[config.mk]
export PLATFORM = sky130hd
export DESIGN_NAME = ps2_host_rx
export DESIGN_NICKNAME = d
export VERILOG_FILES = /design/src/rtl/ps2_host_rx.sv
export SDC_FILE = /design/constraint.sdc
export NUM_CORES = 1
export LEC_CHECK = 0
export ABC_CLOCK_PERIOD_IN_PS = 3300
export CELL_PAD_IN_SITES_DETAIL_PLACEMENT = 2
export CELL_PAD_IN_SITES_GLOBAL_PLACEMENT = 2
export CORE_ASPECT_RATIO = 1.25
export CORE_UTILIZATION = 44
export CTS_BUF_LIST = sky130_fd_sc_hd__clkbuf_8
export DETAILED_ROUTE_END_ITERATION = 8
export GPL_TIMING_DRIVEN = 0
export MAX_ROUTING_LAYER = met4
export PLACE_DENSITY = 0.9
export SYNTH_ARGS = -nofsm -noshare
export SYNTH_HDL_FRONTEND = slang
export SYNTH_SLANG_ARGS = --single-unit
[constraint.sdc]
create_clock -name clk_sys -period 3.3 [get_ports clk_sys]
set_input_delay 0.33 -clock clk_sys [delete_from_list [all_inputs] [get_ports clk_sys]]
set_output_delay 0.33 -clock clk_sys [all_outputs]
set_load 0.01 [all_outputs]
[src/rtl/ps2_host_rx.sv]
// PS/2 host receiver: sync/deglitch, 11-bit frame check, byte FIFO.
// Optional prefix folding (E0/F0) enabled by defining PS2_RX_PREFIX_EN.
module ps2_host_rx #(
  parameter int unsigned FILTER    = 8,
  parameter logic [15:0] TIMEOUT   = 16'd50000,
  parameter int unsigned FIFO_BITS = 3
) (
  input  logic       clk_sys,
  input  logic       reset,
  input  logic       ps2_clk,
  input  logic       ps2_data,
  input  logic       rx_rd,
  output logic [7:0] rx_data,
  output logic       rx_empty,
  output logic       rx_ext,
  output logic       rx_rel,
  output logic       err_parity,
  output logic       err_frame,
  output logic       err_timeout,
  output logic       overflow
);

  localparam int DEPTH = 1 << FIFO_BITS;
  localparam int PW    = FIFO_BITS + 1;
`ifdef PS2_RX_PREFIX_EN
  localparam int EW = 10;
`else
  localparam int EW = 8;
`endif

  typedef enum logic [1:0] {
    S_IDLE, S_DATA, S_PAR, S_STOP
  } state_e;

  // bit 1 = clock line, bit 0 = data line
  logic [1:0] s1_q, s2_q, flt_q;
  logic [7:0] fcnt_q [2];
  logic       clk_fd_q, fall_q;

  state_e      state_q, state_d;
  logic [7:0]  sh_q;
  logic [2:0]  bcnt_q;
  logic        par_q, mism_q;
  logic [15:0] tout_q;
  logic        ext_q, rel_q;

  logic [PW-1:0] wr_q, rd_q;
  logic [EW-1:0] mem_q [DEPTH];
  logic [EW-1:0] entry, head;

  logic dat, tout_hit, good, is_pfx;
  logic full, empty, push, pop;

  assign dat      = flt_q[0];
  assign tout_hit = (state_q != S_IDLE) && !fall_q
                    && (tout_q == TIMEOUT);

  // Two-flop synchronisers and hold-time filters on both lines
  always_ff @(posedge clk_sys) begin
    if (reset) begin
      s1_q      <= 2'b11;
      s2_q      <= 2'b11;
      flt_q     <= 2'b11;
      fcnt_q[0] <= 8'd0;
      fcnt_q[1] <= 8'd0;
    end else begin
      s1_q <= {ps2_clk, ps2_data};
      s2_q <= s1_q;
      for (int i = 0; i < 2; i++) begin
        if (s2_q[i] != flt_q[i]) begin
          if (fcnt_q[i] == 8'(FILTER - 1)) begin
            flt_q[i]  <= s2_q[i];
            fcnt_q[i] <= 8'd0;
          end else begin
            fcnt_q[i] <= fcnt_q[i] + 8'd1;
          end
        end else begin
          fcnt_q[i] <= 8'd0;
        end
      end
    end
  end

  // Registered falling-edge pulse of the filtered clock
  always_ff @(posedge clk_sys) begin
    if (reset) begin
      clk_fd_q <= 1'b1;
      fall_q   <= 1'b0;
    end else begin
      clk_fd_q <= flt_q[1];
      fall_q   <= clk_fd_q & ~flt_q[1];
    end
  end

  // Frame state register
  always_ff @(posedge clk_sys) begin
    if (reset) state_q <= S_IDLE;
    else       state_q <= state_d;
  end

  // Frame next-state logic; timeout aborts any non-idle state
  always_comb begin
    state_d = state_q;
    case (state_q)
      S_IDLE: if (fall_q && !dat) state_d = S_DATA;
      S_DATA: begin
        if (tout_hit)                        state_d = S_IDLE;
        else if (fall_q && bcnt_q == 3'd7)   state_d = S_PAR;
      end
      S_PAR: begin
        if (tout_hit)    state_d = S_IDLE;
        else if (fall_q) state_d = S_STOP;
      end
      S_STOP: begin
        if (tout_hit || fall_q) state_d = S_IDLE;
      end
      default: state_d = S_IDLE;
    endcase
  end

  // Frame outcome pulses
  always_comb begin
    err_frame   = 1'b0;
    err_parity  = 1'b0;
    err_timeout = tout_hit;
    good        = 1'b0;
    if (fall_q) begin
      case (state_q)
        S_IDLE: err_frame = dat;
        S_STOP: begin
          if (!dat)        err_frame  = 1'b1;
          else if (mism_q) err_parity = 1'b1;
          else             good       = 1'b1;
        end
        default: ;
      endcase
    end
  end

`ifdef PS2_RX_PREFIX_EN
  assign is_pfx = (sh_q == 8'hE0) || (sh_q == 8'hF0);
  assign entry  = {ext_q, rel_q, sh_q};
`else
  assign is_pfx = 1'b0;
  assign entry  = sh_q;
`endif

  assign empty    = (wr_q == rd_q);
  assign full     = (wr_q[FIFO_BITS] != rd_q[FIFO_BITS])
                    && (wr_q[FIFO_BITS-1:0] == rd_q[FIFO_BITS-1:0]);
  assign pop      = rx_rd && !empty;
  assign push     = good && !is_pfx && (!full || rx_rd);
  assign overflow = good && !is_pfx && full && !rx_rd;

  // Shift register, parity, timeout counter and prefix flags
  always_ff @(posedge clk_sys) begin
    if (reset) begin
      sh_q   <= 8'd0;
      bcnt_q <= 3'd0;
      par_q  <= 1'b0;
      mism_q <= 1'b0;
      tout_q <= 16'd0;
      ext_q  <= 1'b0;
      rel_q  <= 1'b0;
    end else begin
      if (state_q == S_IDLE || fall_q) tout_q <= 16'd0;
      else if (tout_q != TIMEOUT)      tout_q <= tout_q + 16'd1;
      if (fall_q) begin
        case (state_q)
          S_IDLE: begin
            bcnt_q <= 3'd0;
            par_q  <= 1'b1;
            mism_q <= 1'b0;
          end
          S_DATA: begin
            sh_q   <= {dat, sh_q[7:1]};
            bcnt_q <= bcnt_q + 3'd1;
            if (dat) par_q <= ~par_q;
          end
          S_PAR:   mism_q <= (dat != par_q);
          default: ;
        endcase
      end
      if (good && is_pfx) begin
        if (sh_q == 8'hE0) ext_q <= 1'b1;
        else               rel_q <= 1'b1;
      end else if (good) begin
        ext_q <= 1'b0;
        rel_q <= 1'b0;
      end
    end
  end

  // FIFO pointers
  always_ff @(posedge clk_sys) begin
    if (reset) begin
      wr_q <= '0;
      rd_q <= '0;
    end else begin
      if (push) wr_q <= wr_q + PW'(1);
      if (pop)  rd_q <= rd_q + PW'(1);
    end
  end

  // FIFO storage
  always_ff @(posedge clk_sys) begin
    if (push) mem_q[wr_q[FIFO_BITS-1:0]] <= entry;
  end

  assign head     = mem_q[rd_q[FIFO_BITS-1:0]];
  assign rx_empty = empty;
  assign rx_data  = empty ? 8'd0 : head[7:0];
`ifdef PS2_RX_PREFIX_EN
  assign rx_ext = !empty && head[9];
  assign rx_rel = !empty && head[8];
`else
  assign rx_ext = 1'b0;
  assign rx_rel = 1'b0;
`endif

endmodule

==> flow_summary.ini, run 1 <==
[drt]
avgViaCountPerCell = 5.45
wl_met3_microns = 361
drc = 0
via_count = 3687
wire_per_inst_microns = 22.0
drtIter0Drc = 166
ant_nets = 0
m1WireLength_mm = 5.67
top_layer = met4
dr_wl_met2_mm = 8.43
drt-total-wl_mm = 14.9
drt_pass1_iterations = 4

[global_routing]
grt_start_max_net_pins = 17
grt_util_all_layers = 0.257
grt_pass1_vias = 4214
antenna_found_initial = 0
grt_pass1_wl_mm = 23.2
overflow = 0

[synthesis]
synthAdderAreaFrac = 0.0181
syn-cell-area_sq_mm = 0.00553
ys_async_sr_fraction = 0
yosysSeqAreaShare = 0.616
syn_inst = 443
synthFlopType = edfxtp_1
synth_edf_count = 80
synthMuxAreaShare = 0.0930
yosys_warnings = 0
synth-simple-area-share = 0.152
synthXorXnorAreaFrac = 0.0491
synthDistinctLibCells = 44
synth_compound_area_frac = 0.0428
synth_seq_cells = 130
syn_area_per_cell_sq_um = 12.5
synth_top_family_by_area = simple AND/OR/NAND/NOR gates

[worst_setup_path]
cp_max_fo = 10
crit_arrival_ns = 2.81
r2r_end = mem_q[7][5]$_DFFE_PP_
cp-start-kind = flop
cp-end-kind = output pin
worst_r2r_startpoint = wr_q[1]$_SDFFE_PP0P_
rrSetupSlack_ns = 0.60
crit_start = wr_q[1]$_SDFFE_PP0P_
rr_worst_depth = 5
crit_required_ns = 2.97
critPathKind = reg -> out

[layout]
nets = 512
synthToLayoutAreaGrowth_pct = 16.9
drive_gt1_frac = 0.150
final_util = 0.529
diodes = 0
final_common_cell = edfxtp_1
final_cell_mix = 80 x edfxtp_1, 57 x nor2_1, 50 x dfxtp_1
fin_area_sq_mm = 0.00646

[clock_tree]
h-tree-depth = 4
numCtsBuffers = 17
cts_tree = yes
insertion_delay_ns = 0.45
root_buffer = clkbuf_8
ctsHoldBuffers = 0
cts.sinks = 130
post_cts_buffers = 0
clk_path_buf_depth = 2
clkSlewWorstSetupHoldPaths_ns = 0.07

[hold_path]
holdPathStages = 2
hold_class = reg -> reg
holdPathEnd = fall_q$_SDFF_PP0_
min-delay-start = clk_fd_q$_SDFF_PP1_

[placed_design]
post_dp_cell_area_sq_mm = 0.00602
portBuffers = 17
hpwl_mm = 10.1
place_ws_ns = 0.191
gp_congestion = 0.740

[timing]
drv_slew = 0
fin_crit_sh = 0.951
setup_viol = 0
fin_ws_ns = 0.163
slew_headroom = 0.354
max_slew.worst_pin.slew_ns = 0.965
fin_worst_skew_ns = 0.0106
grt_setup_unrepaired = no
final_hold_viol_count = 0
fmax_mhz = 319
worst_hold_slack_ns = 0.433
min_period_ns = 3.14
finalSetupTns_ns = 0

[die]
ios = 20
dieWidth_microns = 102
core_sq_mm = 0.0122
die_area_sq_mm = 0.0130
die_h_microns = 127
start_util = 0.452
std_cell_rows = 45

[status]
outcome = completed

[pwr]
power_leakage_nw = 2.16
power.density_mw_per_mm2 = 507
swShare = 0.214
p_seq_frac = 0.528
combPwrFrac = 0.014
p_clk_frac = 0.459
switchingPower_w = 0.000699
ir_drop_mv = 0.224
p_int_w = 0.00257

[run]
drv_cap = 0
[synth_stat cells (2+ instances only)]
master / number / area [sq um]
buf_1: 3 / 11.3
edfxtp_1: 80 / 2400
inv_1: 15 / 56.3
mux2_2: 3 / 33.8
ha_1: 8 / 100
nand3_1: 25 / 125
a21oi_1: 21 / 105
nor4_1: 8 / 50.1
nor2b_1: 6 / 37.5
nand2_1: 18 / 67.6
nand2b_1: 8 / 50.1
mux2i_1: 12 / 120
or2_2: 6 / 37.5
or4_1: 2 / 15.0
clkbuf_1: 16 / 60.1
mux4_2: 16 / 360
xnor2_1: 14 / 123
and4_1: 2 / 17.5
xor2_1: 17 / 149
a211o_1: 4 / 35.0
nand4_1: 5 / 31.3
nor2_1: 57 / 214
o21ai_0: 8 / 40.0
buf_4: 2 / 15.0
and3_1: 4 / 25.0
dfxtp_1: 50 / 1000
conb_1: 2 / 7.51
nor3_1: 6 / 30.0
nor4b_1: 2 / 17.5
or3_1: 7 / 43.8
a211oi_1: 2 / 15.0
buf_2: 2 / 10.0
[cell type report]
type | instances | area, sq um
fillers | 1223 | 5760
flip-flops and latches | 130 | 3400
multi-input cells | 291 | 2060
clock buffers | 18 | 248
well taps | 164 | 205
repair buffers | 21 | 200
clock inverters | 14 | 188
plain buffers | 23 | 98.8
inverters | 15 | 56.3
[state kept, by name, summed over array words and instances, names as in the netlist, named ones only]
register / cells
clk_fd_q: 1
s1_q: 2
rd_q: 4
flt_q: 2
fcnt_q: 16
par_q: 1
fall_q: 1
tout_q: 16
mem_q: 64
bcnt_q: 3
mism_q: 1
wr_q: 4
state_q: 2
entry: 8
s2_q: 2
[layer usage]
metal,GRT usage,up-vias
li1,-,1698
met1,0.265,1885
met2,0.467,72
met3,0.0520,32
met4,0.108,0
met5,-,-
[cells by family (layout without fill, tap and decap cells)]
kind of cell	Yosys count	count (layout)
AOI/OAI and AO/OA	39	39
xor gates and xnor gates	31	31
adders and majority gates	8	8
buffers and inverters	38	91
DFF	130	130
muxes	31	31
other	2	18
and+or+nand+nor	164	164
[worst max path at each step]
stage,end,slack [ns],cells past startpoint
global route,rx_empty,0.007,5
CTS,rx_empty,0.1,5
detailed placement,mem_q[5][5]$_DFFE_PP_,0.19,5
global placement,mem_q[4][5]$_DFFE_PP_,0.05,5
finish,rx_empty,0.16,5
floorplan,mem_q[0][0]$_DFFE_PP_,0.92,5
[power groups by stage]
stage          combinational (W)  clock [W]  sequential, W
2_1_floorplan          0.0000285          0        0.00176
3_3_place_gp           0.0000397          0        0.00176
3_5_place_dp           0.0000433          0        0.00176
4_1_cts                0.0000446    0.00152        0.00173
5_1_grt                0.0000499    0.00158        0.00173
6_report               0.0000451    0.00150        0.00173
[critical path, cell delays in order (launching register included)]
cell             delay, ns
dfxtp_1               0.35
clkbuf_1              0.39
xor2_1                0.23
nor4_1                0.43
clkbuf_2              0.36
clkdlybuf4s50_1       0.60
[stage by stage]
stage / cells / total power, W
2_1_floorplan: 459 / 0.00179
3_3_place_gp: 640 / 0.00180
3_5_place_dp: 644 / 0.00181
4_1_cts: 676 / 0.00330
5_1_grt: 676 / 0.00336
6_report: 676 / 0.00327
[what timing repair did]
item	CTS	global route
gates resized for setup	1	2
gates cloned	0	0
setup endpoints to repair	9	7
endpoints found under the hold margin	0	0
Power figures use the tool's default switching activity.
==> run 2, diff against run 1 <==
--- a/config.mk
+++ b/config.mk
@@ -5,12 +5,12 @@
 export SDC_FILE = /design/constraint.sdc
 export NUM_CORES = 1
 export LEC_CHECK = 0
-export ABC_CLOCK_PERIOD_IN_PS = 3300
 export CELL_PAD_IN_SITES_DETAIL_PLACEMENT = 2
 export CELL_PAD_IN_SITES_GLOBAL_PLACEMENT = 2
 export CORE_ASPECT_RATIO = 1.25
 export CORE_UTILIZATION = 44
 export CTS_BUF_LIST = sky130_fd_sc_hd__clkbuf_8
+export CTS_CLUSTER_SIZE = 10
 export DETAILED_ROUTE_END_ITERATION = 8
 export GPL_TIMING_DRIVEN = 0
 export MAX_ROUTING_LAYER = met4
==> results of run 2 <==
Same layout as run 1: the final DEF is identical, and so are final timing and power.
